$ cat src/rtl/systolic_feed_ctrl_pkg.sv
// Shared constants and state encoding for the systolic input feed controller.
package systolic_feed_ctrl_pkg;

   localparam int FEED_ADDR_WIDTH   = 10;
   localparam int FEED_DATA_WIDTH   = 64;
   localparam int FEED_LANES        = 8;
   localparam int FEED_DRAIN_CYCLES = FEED_LANES - 1;

   typedef enum logic [1:0] {
      FEED_IDLE   = 2'd0,
      FEED_STREAM = 2'd1,
      FEED_DRAIN  = 2'd2,
      FEED_DONE   = 2'd3
   } feed_state_t;

endpackage

$ cat src/rtl/systolic_feed_ctrl.sv
// Streams a contiguous run of BRAM words into the skew stage, then appends
// zero words to flush the skew pipeline and pulses done_o.
//
// Flow control: the skew stage accepts word_o whenever en_o is high; there is
// no ready. stall_i in cycle c blocks both the BRAM read and the transfer in
// c, so en_o is low in c+1 and word_o keeps its last value. Because no read is
// issued during a stall, bram_dout_i holds the pending word and nothing is
// lost or duplicated.
module systolic_feed_ctrl
   import systolic_feed_ctrl_pkg::*;
#(
   parameter int ADDR_WIDTH   = FEED_ADDR_WIDTH,
   parameter int DATA_WIDTH   = FEED_DATA_WIDTH,
   parameter int LANES        = FEED_LANES,
   parameter int DRAIN_CYCLES = LANES - 1
) (
   input  logic                  clk_i,
   input  logic                  rst_i,
   input  logic                  start_i,
   input  logic [ADDR_WIDTH-1:0] base_addr_i,
   input  logic [ADDR_WIDTH:0]   num_words_i,
   input  logic                  stall_i,
   output logic                  bram_en_o,
   output logic [ADDR_WIDTH-1:0] bram_addr_o,
   input  logic [DATA_WIDTH-1:0] bram_dout_i,
   output logic [DATA_WIDTH-1:0] word_o,
   output logic                  en_o,
   output logic                  busy_o,
   output logic                  done_o
);

   localparam int CNT_W   = ADDR_WIDTH + 1;
   localparam int DRAIN_W = (DRAIN_CYCLES > 1) ? $clog2(DRAIN_CYCLES + 1) : 1;

   // state is left as a plain named signal so checkers can bind to it
   feed_state_t           state;
   feed_state_t           state_nxt;
   logic [ADDR_WIDTH-1:0] base;
   logic [CNT_W-1:0]      num;
   logic [CNT_W-1:0]      issued;
   logic [CNT_W-1:0]      received;
   logic [DRAIN_W-1:0]    drain_cnt;
   logic                  rd_pending;
   logic [ADDR_WIDTH-1:0] addr_q;
   logic                  accept;
   logic                  issue;
   logic                  transfer;
   logic                  drain_emit;

   // Next state and per-cycle issue/transfer/drain decisions.
   always_comb begin
      state_nxt  = state;
      accept     = 1'b0;
      issue      = 1'b0;
      transfer   = 1'b0;
      drain_emit = 1'b0;
      case (state)
         FEED_IDLE: begin
            if (start_i) begin
               accept    = 1'b1;
               state_nxt = (num_words_i == '0) ? FEED_DONE : FEED_STREAM;
            end
         end
         FEED_STREAM: begin
            issue    = (issued < num) && !stall_i;
            transfer = rd_pending && !stall_i;
            if (transfer && (received + 1'b1 == num)) begin
               state_nxt = FEED_DRAIN;
            end
         end
         FEED_DRAIN: begin
            // The cycle after the last zero word is spent here so that en_o
            // is already low when done_o is raised.
            if (!stall_i) begin
               if (drain_cnt == DRAIN_W'(DRAIN_CYCLES)) begin
                  state_nxt = FEED_DONE;
               end else begin
                  drain_emit = 1'b1;
               end
            end
         end
         FEED_DONE: begin
            state_nxt = FEED_IDLE;
         end
         default: begin
            state_nxt = FEED_IDLE;
         end
      endcase
   end

   // Address wraps naturally at 2^ADDR_WIDTH; it holds between reads.
   assign bram_en_o   = issue;
   assign bram_addr_o = issue ? (base + issued[ADDR_WIDTH-1:0]) : addr_q;
   assign busy_o      = (state == FEED_STREAM) || (state == FEED_DRAIN);
   assign done_o      = (state == FEED_DONE);

   // State register.
   always_ff @(posedge clk_i or posedge rst_i) begin
      if (rst_i) begin
         state <= FEED_IDLE;
      end else begin
         state <= state_nxt;
      end
   end

   // Run parameters, counters and the registered skew-stage outputs.
   always_ff @(posedge clk_i or posedge rst_i) begin
      if (rst_i) begin
         base       <= '0;
         num        <= '0;
         issued     <= '0;
         received   <= '0;
         drain_cnt  <= '0;
         rd_pending <= 1'b0;
         addr_q     <= '0;
         word_o     <= '0;
         en_o       <= 1'b0;
      end else begin
         en_o <= transfer || drain_emit;
         if (transfer) begin
            word_o <= bram_dout_i;
         end else if (drain_emit) begin
            word_o <= '0;
         end
         if (accept) begin
            base       <= base_addr_i;
            num        <= num_words_i;
            issued     <= '0;
            received   <= '0;
            drain_cnt  <= '0;
            rd_pending <= 1'b0;
         end
         if (issue) begin
            issued     <= issued + 1'b1;
            addr_q     <= bram_addr_o;
            rd_pending <= 1'b1;
         end else if (transfer) begin
            rd_pending <= 1'b0;
         end
         if (transfer) begin
            received <= received + 1'b1;
         end
         if (drain_emit) begin
            drain_cnt <= drain_cnt + 1'b1;
         end
      end
   end

endmodule

$ cat config.mk
export PLATFORM = sky130hd
export DESIGN_NAME = systolic_feed_ctrl
export DESIGN_NICKNAME = d
export VERILOG_FILES = /design/src/rtl/systolic_feed_ctrl_pkg.sv /design/src/rtl/systolic_feed_ctrl.sv
export SDC_FILE = /design/constraint.sdc
export NUM_CORES = 1
export LEC_CHECK = 0
export ABC_AREA = 1
export CAP_MARGIN = 30
export CORE_MARGIN = 2
export CORE_UTILIZATION = 50
export CTS_BUF_LIST = sky130_fd_sc_hd__clkbuf_4 sky130_fd_sc_hd__clkbuf_8
export DETAILED_ROUTE_END_ITERATION = 6
export PLACE_DENSITY = 0.78
export SLEW_MARGIN = 20
export SYNTH_ARGS = -nofsm -noshare
export SYNTH_HDL_FRONTEND = slang
export SYNTH_SLANG_ARGS = --single-unit
$ cat constraint.sdc
create_clock -name clk_i -period 4.2 [get_ports clk_i]
set_input_delay 0.42 -clock clk_i [delete_from_list [all_inputs] [get_ports clk_i]]
set_output_delay 0.42 -clock clk_i [all_outputs]
set_load 0.005 [all_outputs]
Word level (Yosys, flattened, before mapping). Index checks and enable logic that the tools add are counted.

Register bits: 124. Output and inout port bits: 78. Bits of input ports: 89.

Add/subtract/negate cells: 4. $lt $le $gt $ge: 1. Reductions and logical operators: 14. Equal/unequal tests: 9. Mux-type cells: 24.

Operator list (number): two-way mux 64 bit (2); two-way mux 11 bit (3); adder 11 x 1 -> 11 bit (second input constant) (2); == test 11 bit (1); logical NOT 11 bit (1); < comparator 11 bit (1); adder 10 bit (1); two-way mux 1 bit (10); two-way mux 10 bit (1); two-way mux 2 bit (5); != test 2 bit (second input constant) (4); case mux 2 bit (4 select lines) (1); nonzero test 2 bit (4); two-way mux 3 bit (2); == test 2 bit (second input constant) (2); AND reduction 4 bit (1); adder 3 x 1 -> 3 bit (second input constant) (1); == test 3 bit (second input constant) (1); logical AND 1 bit (3); nonzero test 3 bit (1); == test 2 x 1 -> 1 bit (second input constant) (1); logical NOT 2 bit (1); logical OR 1 bit (2); logical NOT 1 bit (1).

Depth between registers and ports, before layout. Gate-level depths: netlist of run 1.

Depth in word-level cells: 6. Gate-level depth with buffers: 16. Mapped depth without buffers: 16.

Worst setup path before layout of run 1. Ideal clock, no wire load.

Path kind: register to output. From: register issued[0]. To: output bram_addr_o[6]. Path slack: 2.021 ns. Path buffers: 0. Cell stages (with the launch flop): 9. Data arrival time: 1.759 ns. Path through: dfrtp_1 -> ha_1 -> fa_1 -> nand3_1 -> nand2_1 -> a21oi_1 -> o21ai_0 -> xor2_1 -> o21ai_0.

Longest elaborated chain between the ends: 4. Elaborated cells on any way between the ends: 5. Classes of those cells: add/sub (1); order compare (1); mux (2); reduce/logical (1).

RTL lines: start, declared (line systolic_feed_ctrl.sv:40) `logic [CNT_W-1:0] issued;`; start signal, assigned (line systolic_feed_ctrl.sv:134) `issued <= issued + 1'b1;`; < comparator 11 bit (line systolic_feed_ctrl.sv:65) `issue = (issued < num) && !stall_i;`; logical AND 1 bit (line systolic_feed_ctrl.sv:65); two-way mux 1 bit (line systolic_feed_ctrl.sv:57) `case (state)`; two-way mux 10 bit * (line systolic_feed_ctrl.sv:93) `assign bram_addr_o = issue ? (base + issued[ADDR_WIDTH-1:0]) : addr_q;`; end, declared (line systolic_feed_ctrl.sv:24) `output logic [ADDR_WIDTH-1:0] bram_addr_o,`.

Every way passes the cells marked *; elsewhere a longest branch is shown, timed or not.

Final worst setup path of run 1.
From: register num[6]. To: output bram_addr_o[8].

Longest elaborated chain between the ends: 4.

RTL lines: start, declared (line systolic_feed_ctrl.sv:39) `logic [CNT_W-1:0] num;`; start signal, assigned (line systolic_feed_ctrl.sv:127) `num <= num_words_i;`; < comparator 11 bit (line systolic_feed_ctrl.sv:65); logical AND 1 bit (line systolic_feed_ctrl.sv:65); two-way mux 1 bit (line systolic_feed_ctrl.sv:57); two-way mux 10 bit (line systolic_feed_ctrl.sv:93).

Every way passes these cells.

==> impl_summary.log, run 1 <==
[metrics] status: completed
[metrics] total power: 5.18 mW
[metrics] summed instance area of the synthesized netlist: 6240 µm²
[metrics] number of instances in the synthesized netlist: 725
[metrics] number of failing setup endpoints in the final timing report: 0
[metrics] via count of the first global-routing pass: 5538
[metrics] Max-cap violations: 0
[metrics] core area: 12100 µm²
[metrics] fraction of final layout cells sized beyond drive strength 1: 0.0760
[metrics] worst r2r path cells: 11
[metrics] Final min period: 3.56 ns
[metrics] setup repair after global routing missed its margin: false
[metrics] count of unresolved DRC violations after routing: 0
[metrics] area of the multi-input gates: 2640 µm²
[metrics] share of synthesized area occupied by flip-flops and latches: 0.497
[metrics] largest driver fanout on the critical path: 26
[metrics] met3 global-route usage: 0.0873
[metrics] count of hold-fix buffers inserted at cts: 0
[metrics] pin count of the biggest net entering global routing: 78
[metrics] final RePlAce weighted congestion: 0.920
[metrics] average routed wire per standard cell: 15.2 µm
[metrics] Resized cells post-CTS: 0
[metrics] Setup crit end kind: output port
[metrics] effective utilization at floorplan: 0.515
[metrics] M1 GR Usage: 0.316
[metrics] maximum level of the CTS H-tree: 4
[metrics] number of buffer cells added on primary ports: 166
[metrics] later-pin clock latency in the skew report: 0.44 ns
[metrics] setup TNS after final layout: 0 ns
[metrics] number of routed nets with antenna violations: 0
[metrics] number of DRC violations after detailed-routing iteration 0: 399
[metrics] Post-CTS Repair Setup Buffers: 0
[metrics] static leakage power: 4.04 nW
[metrics] total clock sinks: 124
[metrics] most used routing layer: met2
[metrics] number of different library cells in the post-synthesis netlist: 32
[metrics] proportion of register bits with asynchronous set or reset after synthesis: 1.00
[metrics] slew at the pin closest to its max-slew limit: 0.859 ns
[metrics] number of detailed-routing iterations run before antenna repair: 4
[metrics] worst path required time: 3.78 ns
[metrics] site row count: 40
[metrics] number of buffers created by CTS: 17
[metrics] final hold violation count: 0
[metrics] post-synth net total: 843
[metrics] Final Max Slew Viols: 0
[metrics] worst min-delay path class: in2async
[metrics] die height: 116 µm
[metrics] Placement Cell Area: 8040 µm²
[metrics] leftover overflow at the end of global routing: 0
[metrics] arrival time at the worst endpoint: 3.14 ns
[metrics] max_slew headroom: 0.426
[metrics] number of flops mapped to enable cells by yosys: 0
[metrics] number of warning messages in the yosys log: 0
[metrics] cell types with the largest area share after synthesis: sky130_fd_sc_hd__dfrtp_1, sky130_fd_sc_hd__nand3_1, sky130_fd_sc_hd__o21ai_0
[metrics] top cell types by occurrence after synthesis: sky130_fd_sc_hd__dfrtp_1, sky130_fd_sc_hd__nand3_1, sky130_fd_sc_hd__nand2_1
[metrics] aggregate routed wire length: 16.2 mm
[metrics] number of antenna violations at the first check in global routing: 0
[metrics] register clock-pin slew on the reported worst setup and hold paths: 0.07 ns
[metrics] top cell type by total area after synthesis: sky130_fd_sc_hd__dfrtp_1
[metrics] vias per std cell: 5.23
[metrics] Max Freq: 0.281 GHz
[metrics] terminus of the critical flop-to-flop path: issued[8]$_DFFE_PP0P_
[metrics] total number of vias: 5557
[metrics] source of the worst register-to-register timing path: num[6]$_DFFE_PP0P_
[metrics] number of antenna cells inserted: 0
[metrics] number of top-level design ports: 167
[metrics] most used standard cell by instance count after synthesis: sky130_fd_sc_hd__dfrtp_1
[metrics] Max IR drop VDD: 0.000375 V
[metrics] Synth top area share: 0.497
[metrics] final design area excluding fillers: 8480 µm²
[metrics] placed wire-length estimate: 11.9 mm
[metrics] die area: 13400 µm²
[metrics] R2R setup slack: 1.76 ns
[metrics] Overall Global Routing Usage: 0.254
[metrics] Critical Setup Path Class: reg2out
[metrics] Area Growth Syn to Fin: 35.8%
[metrics] Seq cells post-synth: 124
[metrics] wire length of the first global-routing pass: 26.4 mm
[metrics] post-route clock skew: 0.00932 ns
[metrics] Pwr per Cell Area: 612 nW/µm²
[metrics] filler instances: 947
[metrics] met2 usage: 0.421
[metrics] kind of start point of the critical path: flop
[metrics] Die X: 116 µm
[metrics] TritonCTS clock tree: built
[metrics] main flop type after synthesis: sky130_fd_sc_hd__dfrtp_1
[metrics] buffer depth of the longest clock path: 2
[metrics] post-layout net count: 1001
[metrics] Storage cell area: 3100 µm²
[metrics] average instance area after synthesis: 8.61 µm²
[metrics] root cell of the clock tree: sky130_fd_sc_hd__clkbuf_8
[metrics] share of the clock period used by the worst path: 0.847
-- critical path: stages (launching register included) --
cell                              delay (ns)
sky130_fd_sc_hd__dfrtp_1                0.37
sky130_fd_sc_hd__inv_1                  0.08
sky130_fd_sc_hd__ha_1                   0.32
sky130_fd_sc_hd__a21oi_1                0.14
sky130_fd_sc_hd__o21ai_1                0.09
sky130_fd_sc_hd__nand2_1                0.06
sky130_fd_sc_hd__o211ai_1               0.10
sky130_fd_sc_hd__a21oi_1                0.19
sky130_fd_sc_hd__nand3_2                0.37
sky130_fd_sc_hd__inv_1                  0.29
sky130_fd_sc_hd__nand2_1                0.12
sky130_fd_sc_hd__nand2_1                0.07
sky130_fd_sc_hd__clkdlybuf4s50_1        0.49
-- how the worst max path moves through the flow --
stage	start	end	slack (ns)	cells after the start
final	num[6]$_DFFE_PP0P_	bram_addr_o[8]	0.64	12
after global routing	issued[6]$_DFFE_PP0P_	bram_addr_o[8]	0.33	11
after CTS	issued[4]$_DFFE_PP0P_	bram_addr_o[8]	0.62	11
after detailed placement	issued[4]$_DFFE_PP0P_	bram_addr_o[8]	1.13	11
after global placement	issued[4]$_DFFE_PP0P_	bram_addr_o[8]	1.28	11
after floorplan	rst_i	addr_q[0]$_DFFE_PP0P_	0.48	1
-- registers in the layout, summed over array words and instances, names as in the netlist --
register	count
word_o	64
issued	11
num	11
received	11
addr_q	10
base	10
drain_cnt	3
state	2
en_o	1
rd_pending	1
-- layout by cell type, fill, tap and decap left out, types with 5 or more instances in the layout --
cell type | netlist | layout
sky130_fd_sc_hd__xor2_1 | 10 | 10
sky130_fd_sc_hd__mux2_2 | 11 | 11
sky130_fd_sc_hd__nand2_2 | 5 | 5
sky130_fd_sc_hd__inv_1 | 99 | 98
sky130_fd_sc_hd__o22ai_1 | 9 | 9
sky130_fd_sc_hd__ha_1 | 28 | 28
sky130_fd_sc_hd__dfrtp_1 | 124 | 124
sky130_fd_sc_hd__nand3_1 | 120 | 119
sky130_fd_sc_hd__nand2_1 | 101 | 100
sky130_fd_sc_hd__nand4_1 | 7 | 7
sky130_fd_sc_hd__o21ai_0 | 82 | 82
sky130_fd_sc_hd__clkbuf_8 | 0 | 20
sky130_fd_sc_hd__nor2_1 | 26 | 26
sky130_fd_sc_hd__o21ai_1 | 12 | 12
sky130_fd_sc_hd__xnor2_1 | 7 | 7
sky130_fd_sc_hd__a21oi_1 | 27 | 27
sky130_fd_sc_hd__clkdlybuf4s50_1 | 0 | 166
sky130_fd_sc_hd__clkinv_2 | 0 | 5
-- final cells by class --
type	instances	share of cell area
Timing Repair Buffer	171	0.203
Sequential cell	124	0.366
Multi-Input combinational cell	466	0.311
Clock buffer	23	0.0351
Inverter	103	0.0459
Tap cell	168	0.0248
Clock inverter	8	0.0136
-- routing by layer --
metal  part of all wire  routed length, µm  vias to the layer above
li1                   -                  -                     2711
met1               0.42               6770                     2659
met2               0.49               7930                      164
met3              0.073               1190                       23
met4              0.017                281                        0
met5                  0                  0                        -
-- per-stage QoR --
step	hold WS, ns	instances	util	setup WS (ns)
floorplan	0.443	725	-	0.481
global placement	0.463	1031	0.664	1.28
detailed placement	0.470	1031	0.664	1.13
CTS	0.487	1062	0.698	0.622
global route	0.367	1063	0.700	0.328
finish	0.348	1063	0.700	0.641
-- where the power goes --
part | total [mW] | internal, mW | switching, mW
registers | 1.95 | 1.65 | 0.302
logic | 2.13 | 1.12 | 1.01
clock network | 1.10 | 0.646 | 0.456
-- kinds of logic (layout without fill, tap and decap cells) --
| family | after synthesis | in the layout | synth area share |
|---|---|---|---|
| AO/OA/AOI/OAI | 134 | 134 | 0.111 |
| XOR/XNOR | 17 | 17 | 0.0238 |
| adder cells (fa/ha/maj) | 29 | 29 | 0.0593 |
| buffers and inverters | 135 | 305 | 0.0840 |
| flip-flops | 124 | 124 | 0.497 |
| multiplexers | 11 | 11 | 0.0198 |
| AND/OR/NAND/NOR | 275 | 275 | 0.205 |
No activity file was read; power rests on OpenSTA's default activity.
==> run 2, diff against run 1 <==
==> constraint.sdc (replaced) <==
create_clock -name clk_i -period 3.5 [get_ports clk_i]
set_input_delay 0.35 -clock clk_i [delete_from_list [all_inputs] [get_ports clk_i]]
set_output_delay 0.35 -clock clk_i [all_outputs]
set_load 0.005 [all_outputs]
==> run 2 against run 1 <==
Against the previous run: via count rose by 0.20%; utilization rose by 0.83 points; count of clock-buffer cells in the layout fell by 2; final cell count rose by 0.47%; sequential share of layout area fell by 0.43 points; final area rose by 1.2%; worst hold slack got worse by 0.049 ns; highest routed layer unchanged.
==> impl_summary.log, run 2 (synthesis gave the netlist of run 1 again) <==
[metrics] count of hold-fix buffers inserted at cts: 0 (unchanged)
[metrics] buffer depth of the longest clock path: 2 (unchanged)
[metrics] share of the clock period used by the worst path: 0.922
[metrics] TritonCTS clock tree: built
[metrics] total clock sinks: 124 (unchanged)
[metrics] max reg flops: 64 (unchanged)
[metrics] count of unresolved DRC violations after routing: 0 (unchanged)
[metrics] max_slew headroom: 0.445 (+0.0190)
[metrics] commonest non-fill, non-tap cell in the layout: sky130_fd_sc_hd__clkdlybuf4s50_1
[metrics] number of failing setup endpoints in the final timing report: 0 (unchanged)
[metrics] slew at the pin closest to its max-slew limit: 0.830 ns (-0.0285 ns)
[metrics] Setup crit end kind: output port
[metrics] most frequent cells in the layout: sky130_fd_sc_hd__clkdlybuf4s50_1, sky130_fd_sc_hd__dfrtp_1, sky130_fd_sc_hd__nand3_1
[metrics] Die X: 116 µm (unchanged)
[metrics] average routed wire per standard cell: 15.2 µm (about the same)
[metrics] number of DRC violations after detailed-routing iteration 0: 366 (-8.3%)
[metrics] fin worst setup slack: 0.272 ns (-0.369 ns)
[metrics] core area: 12100 µm² (unchanged)
[metrics] Overall Global Routing Usage: 0.260 (+0.00565)
[metrics] terminus of the critical flop-to-flop path: state[1]$_DFFE_PP0P_
[metrics] setup repair after global routing missed its margin: false
[metrics] Pwr per Cell Area: 745 nW/µm² (+22%)
[metrics] pin count of the biggest net entering global routing: 133 (+71%)
[metrics] root cell of the clock tree: sky130_fd_sc_hd__clkbuf_8
[metrics] Critical Setup Path Class: reg2out
[metrics] number of detailed-routing iterations run before antenna repair: 5 (+1)
[metrics] arrival time at the worst endpoint: 2.88 ns (-0.26 ns)
[metrics] via count of the first global-routing pass: 5643 (+1.9%)
[metrics] later-pin clock latency in the skew report: 0.44 ns (about the same)
[metrics] number of top-level design ports: 167 (unchanged)
[metrics] Area Growth Syn to Fin: 37.4%
[metrics] site row count: 40 (unchanged)
[metrics] final hold violation count: 0 (unchanged)
[metrics] setup TNS after final layout: 0 ns (unchanged)
[metrics] source of the worst register-to-register timing path: received[0]$_DFFE_PP0P_
[metrics] wire length of the first global-routing pass: 27.2 mm (+3.2%)
[metrics] Max Freq: 0.310 GHz
[metrics] effective utilization at floorplan: 0.515 (unchanged)
[metrics] total number of vias: 5568 (+0.20%)
[metrics] Post-CTS Repair Setup Buffers: 0 (unchanged)
[metrics] Final Max Slew Viols: 0 (unchanged)
[metrics] worst r2r path cells: 14 (+3)
[metrics] vias per std cell: 5.21 (-0.27%)
[metrics] die area: 13400 µm² (unchanged)
[metrics] die height: 116 µm (unchanged)
[metrics] aggregate routed wire length: 16.3 mm (+0.53%)
[metrics] status: completed
[metrics] final RePlAce weighted congestion: 0.928 (+0.91%)
[metrics] placed wire-length estimate: 12.0 mm (+1.1%)
[metrics] leftover overflow at the end of global routing: 0 (unchanged)
[metrics] worst min-delay path class: in2async
[metrics] kind of start point of the critical path: flop
[metrics] Max-cap violations: 0 (unchanged)
[metrics] number of routed nets with antenna violations: 0 (unchanged)
[metrics] post-layout net count: 1005 (+0.40%)
[metrics] R2R setup slack: 0.99 ns (-0.77 ns)
[metrics] register with the most flip-flops: word_o
[metrics] largest driver fanout on the critical path: 9 (-65%)
[metrics] number of antenna cells inserted: 0 (unchanged)
[metrics] number of buffers created by CTS: 17 (unchanged)
[metrics] register clock-pin slew on the reported worst setup and hold paths: 0.07 ns (about the same)
[metrics] Final min period: 3.23 ns
[metrics] worst path required time: 3.15 ns (-0.63 ns)
[metrics] post-place setup slack: 0.738 ns (-0.391 ns)
[metrics] Max IR drop VDD: 0.000459 V (+22%)
[metrics] fraction of final layout cells sized beyond drive strength 1: 0.0811 (+0.00513)
[metrics] static leakage power: 4.06 nW (+0.52%)
[metrics] post-route clock skew: 0.0132 ns (+0.00385 ns)
[metrics] number of buffer cells added on primary ports: 166 (unchanged)
[metrics] Resized cells post-CTS: 0 (unchanged)
[metrics] number of antenna violations at the first check in global routing: 0 (unchanged)
[metrics] maximum level of the CTS H-tree: 4 (unchanged)
run 2: changes by cell type in the layout (fill, tap and decap cells not counted):
cell / previous run / this run
sky130_fd_sc_hd__clkinvlp_4: 0 / 5
sky130_fd_sc_hd__buf_4: 3 / 6
sky130_fd_sc_hd__clkinv_2: 5 / 2
sky130_fd_sc_hd__bufinv_16: 3 / 5
sky130_fd_sc_hd__buf_16: 0 / 1
sky130_fd_sc_hd__clkbuf_4: 3 / 2
sky130_fd_sc_hd__clkbuf_8: 20 / 19
sky130_fd_sc_hd__inv_4: 1 / 0
sky130_fd_sc_hd__nand2_2: 5 / 6
sky130_fd_sc_hd__nand2_4: 1 / 0
run 2: critical path, stage by stage (launching register included):
cell and delay, ns:
sky130_fd_sc_hd__dfrtp_1 0.44, sky130_fd_sc_hd__ha_1 0.31, sky130_fd_sc_hd__a21oi_1 0.15, sky130_fd_sc_hd__o21ai_1 0.07, sky130_fd_sc_hd__nand2_1 0.06, sky130_fd_sc_hd__o211ai_1 0.08
sky130_fd_sc_hd__a21oi_1 0.19, sky130_fd_sc_hd__nand3_2 0.20, sky130_fd_sc_hd__inv_1 0.24, sky130_fd_sc_hd__nand2_1 0.11, sky130_fd_sc_hd__nand2_1 0.08, sky130_fd_sc_hd__clkdlybuf4s50_1 0.51
run 2: stage by stage:
step                      instances  power (mW)  hold slack, ns  utilization  instance area [µm²]
after global placement         1035        4.85           0.462        0.667                 8080
after floorplan                 725        3.57           0.443            -                 6250
final                          1068        6.39           0.299        0.708                 8580
after detailed placement       1035        4.94           0.472        0.667                 8080
after CTS                      1067        6.44           0.433        0.706                 8550
after global routing           1068        6.84           0.320        0.708                 8580
run 2: worst max-delay path by stage:
| stage | from | end | slack (ns) | cells after the start |
|---|---|---|---|---|
| 2_1_floorplan | issued[0]$_DFFE_PP0P_ | bram_addr_o[6] | 1.39 | 8 |
| 3_3_place_gp | issued[4]$_DFFE_PP0P_ | bram_addr_o[6] | 0.78 | 10 |
| 3_5_place_dp | issued[0]$_DFFE_PP0P_ | bram_addr_o[6] | 0.74 | 9 |
| 4_1_cts | issued[4]$_DFFE_PP0P_ | bram_addr_o[6] | 0.24 | 10 |
| 5_1_grt | issued[4]$_DFFE_PP0P_ | bram_addr_o[1] | 0.05 | 11 |
| 6_report | issued[4]$_DFFE_PP0P_ | bram_addr_o[0] | 0.27 | 11 |
run 2: layer usage:
| metal | track usage | part of all wire |
|---|---|---|
| met1 | 0.321 | 0.42 |
| met2 | 0.428 | 0.48 |
| met3 | 0.0800 | 0.073 |
| met4 | 0.106 | 0.028 |
| met5 | 0 | 0 |
run 2: cell type report:
cell class	count	area, µm²
clock buffers	21	277
well taps	168	210
flip-flops and latches	124	3100
multi-input cells	466	2630
inverters	103	390
repair buffers	175	1770
clock inverters	11	190
fillers	962	3540
run 2: where the power goes:
part           internal (mW)  total, mW  switching [mW]
clock network          0.899       1.46           0.559
registers               1.98       2.34           0.363
logic                   1.36       2.59            1.23
total                   4.24       6.39            2.15
==> run 3, diff against run 2 <==
--- a/config.mk
+++ b/config.mk
@@ -11,7 +11,7 @@
 export CORE_UTILIZATION = 50
 export CTS_BUF_LIST = sky130_fd_sc_hd__clkbuf_4 sky130_fd_sc_hd__clkbuf_8
 export DETAILED_ROUTE_END_ITERATION = 6
-export PLACE_DENSITY = 0.78
+export PLACE_DENSITY_LB_ADDON = 0.2
 export SLEW_MARGIN = 20
 export SYNTH_ARGS = -nofsm -noshare
 export SYNTH_HDL_FRONTEND = slang
==> run 3 against run 2 <==
Against the previous run: final area shrank 0.66%; routed wire length shrank 1.8%; clock skew shrank 0.0049 ns; critical path type unchanged; highest routed layer unchanged.
==> impl_summary.log, run 3 (synthesis gave the netlist of run 1 again) <==
[metrics] placed wire-length estimate: 11.4 mm (-4.7%)
[metrics] number of routed nets with antenna violations: 0 (unchanged)
[metrics] site row count: 40 (unchanged)
[metrics] final RePlAce weighted congestion: 0.817 (-12%)
[metrics] worst r2r path cells: 14 (unchanged)
[metrics] root cell of the clock tree: sky130_fd_sc_hd__clkbuf_8
[metrics] Worst setup startpoint: num[4]$_DFFE_PP0P_
[metrics] number of antenna cells inserted: 0 (unchanged)
[metrics] status: completed
[metrics] later-pin clock latency in the skew report: 0.45 ns (about the same)
[metrics] count of hold-fix buffers inserted at cts: 0 (unchanged)
[metrics] core area: 12100 µm² (unchanged)
[metrics] Critical Setup Path Class: reg2out
[metrics] fin cells: 1065 (-0.28%)
[metrics] fraction of final layout cells sized beyond drive strength 1: 0.0803 (-0.000844)
[metrics] number of buffer cells added on primary ports: 166 (unchanged)
[metrics] library cell appearing most often on the critical path: sky130_fd_sc_hd__nand2_1
[metrics] aggregate routed wire length: 16.0 mm (-1.8%)
[metrics] Pwr per Cell Area: 734 nW/µm² (-1.5%)
[metrics] met3 global-route usage: 0.0847 (+0.00471)
[metrics] chain of cells forming the critical path: inv_1 -> ha_1 -> a21oi_1 -> o21ai_1 -> nand2_1 -> o211ai_1 -> a21oi_2 -> nand3_4 -> clkinvlp_4 -> nand2_1 -> nand2_1 -> clkdlybuf4s50_1
[metrics] post-route clock skew: 0.00829 ns (-0.00489 ns)
[metrics] R2R setup slack: 1.11 ns (+0.12 ns)
[metrics] static leakage power: 4.03 nW (-0.65%)
[metrics] total number of vias: 5482 (-1.5%)
[metrics] die height: 116 µm (unchanged)
[metrics] Overall Global Routing Usage: 0.251 (-0.00844)
[metrics] Setup crit end kind: output port
[metrics] vias per std cell: 5.15 (-1.3%)
[metrics] largest driver fanout on the critical path: 14 (+5)
[metrics] post-place setup slack: 0.475 ns (-0.263 ns)
[metrics] buffer depth of the longest clock path: 2 (unchanged)
[metrics] worst setup path end: bram_addr_o[8]
[metrics] setup TNS after final layout: 0 ns (unchanged)
[metrics] setup repair after global routing missed its margin: false
[metrics] average routed wire per standard cell: 15.0 µm (-1.6%)
[metrics] Final min period: 3.27 ns (+0.0462 ns)
[metrics] cell count after placement: 1033 (-0.19%)
[metrics] pin count of the biggest net entering global routing: 95 (-29%)
[metrics] Final Max Slew Viols: 0 (unchanged)
[metrics] maximum level of the CTS H-tree: 4 (unchanged)
[metrics] post-layout net count: 1003 (-0.20%)
[metrics] number of failing setup endpoints in the final timing report: 0 (unchanged)
[metrics] cell with the largest stage delay on the worst path: sky130_fd_sc_hd__clkdlybuf4s50_1
[metrics] max reg flops: 64 (unchanged)
[metrics] die area: 13400 µm² (unchanged)
[metrics] leftover overflow at the end of global routing: 0 (unchanged)
[metrics] Die X: 116 µm (unchanged)
[metrics] effective utilization at floorplan: 0.515 (unchanged)
[metrics] worst min-delay path class: in2async
[metrics] TritonCTS clock tree: built
[metrics] kind of start point of the critical path: flop
[metrics] Max Freq: 0.305 GHz (-1.4%)
[metrics] Max-cap violations: 0 (unchanged)
[metrics] via count of the first global-routing pass: 5520 (-2.2%)
[metrics] fin worst setup slack: 0.226 ns (-0.0462 ns)
[metrics] most frequent cells in the layout: sky130_fd_sc_hd__clkdlybuf4s50_1, sky130_fd_sc_hd__dfrtp_1, sky130_fd_sc_hd__nand3_1
[metrics] number of detailed-routing iterations run before antenna repair: 5 (unchanged)
[metrics] worst path required time: 3.15 ns (about the same)
[metrics] number of top-level design ports: 167 (unchanged)
[metrics] slew at the pin closest to its max-slew limit: 0.694 ns (-0.136 ns)
[metrics] share of the clock period used by the worst path: 0.935 (+0.0132)
[metrics] number of buffers created by CTS: 17 (unchanged)
[metrics] terminus of the critical flop-to-flop path: state[0]$_DFFE_PP0P_
[metrics] final hold violation count: 0 (unchanged)
[metrics] most used routing layer: met2
[metrics] total clock sinks: 124 (unchanged)
[metrics] Worst path max stage delay: 0.50 ns (about the same)
[metrics] number of antenna violations at the first check in global routing: 0 (unchanged)
[metrics] source of the worst register-to-register timing path: received[0]$_DFFE_PP0P_
[metrics] count of unresolved DRC violations after routing: 0 (unchanged)
[metrics] Max IR drop VDD: 0.000500 V (+9.0%)
[metrics] wire length of the first global-routing pass: 26.5 mm (-2.8%)
[metrics] register clock-pin slew on the reported worst setup and hold paths: 0.07 ns (about the same)
[metrics] register with the most flip-flops: word_o
[metrics] met2 usage: 0.411 (-0.0168)
[metrics] max_slew headroom: 0.536 (+0.0912)
[metrics] Area Growth Syn to Fin: 36.5%
[metrics] commonest non-fill, non-tap cell in the layout: sky130_fd_sc_hd__clkdlybuf4s50_1
[metrics] arrival time at the worst endpoint: 2.92 ns (+0.04 ns)
[metrics] M1 GR Usage: 0.311 (-0.0100)
[metrics] number of DRC violations after detailed-routing iteration 0: 302 (-17%)
==> run 3: repair_timing <==
action / CTS / global route
resized for setup: 1 / 2
cloned: 0 / 1
setup endpoints to repair: 3 / 3
buffers inserted: 0 / 0
==> run 3: final cells by class <==
| type | count | area [µm²] |
|---|---|---|
| flip-flops and latches | 124 | 3100 |
| well taps | 168 | 210 |
| clock inverters | 7 | 110 |
| clock buffers | 24 | 318 |
| inverters | 103 | 394 |
| fillers | 961 | 3590 |
| multi-input cells | 467 | 2650 |
| repair buffers | 172 | 1730 |
==> run 3: worst min-delay path by stage <==
| stage | from | slack [ns] | end |
|---|---|---|---|
| floorplan | addr_q[6]$_DFFE_PP0P_ | 0.44 | addr_q[6]$_DFFE_PP0P_ |
| global placement | addr_q[1]$_DFFE_PP0P_ | 0.46 | addr_q[1]$_DFFE_PP0P_ |
| detailed placement | addr_q[0]$_DFFE_PP0P_ | 0.46 | addr_q[0]$_DFFE_PP0P_ |
| CTS | rst_i | 0.37 | word_o[1]$_DFFE_PP0P_ |
| global route | rst_i | 0.43 | word_o[43]$_DFFE_PP0P_ |
| finish | rst_i | 0.37 | word_o[62]$_DFFE_PP0P_ |
==> run 3: critical path: cells and delay by family (launching register included) <==
family                   cells  cell delay [ns]
AO/OA/AOI/OAI                4             0.61
adder cells (fa/ha/maj)      1             0.26
AND/OR/NAND/NOR              4             0.45
flip-flops                   1             0.37
buffers and inverters        3             0.80
==> run 3: power breakdown <==
part           switching [mW]  total [mW]  internal (mW)  leakage (nW)
clock network           0.559        1.37          0.807         0.225
logic                    1.21        2.56           1.35          2.21
registers               0.344        2.32           1.98          1.60
==> run 3: per-stage QoR <==
stage	hold slack [ns]	utilization	total power [mW]	instance area [µm²]
2_1_floorplan	0.443	-	3.57	6250
3_3_place_gp	0.460	0.666	4.79	8070
3_5_place_dp	0.462	0.666	4.89	8070
4_1_cts	0.373	0.702	6.29	8500
5_1_grt	0.431	0.703	6.71	8520
6_report	0.370	0.703	6.25	8520
==> run 3: metal layers <==
metal,up-vias,share of wire
met4,0,0.023
met1,2542,0.41
li1,2728,-
met5,-,0
met2,176,0.49
met3,36,0.078
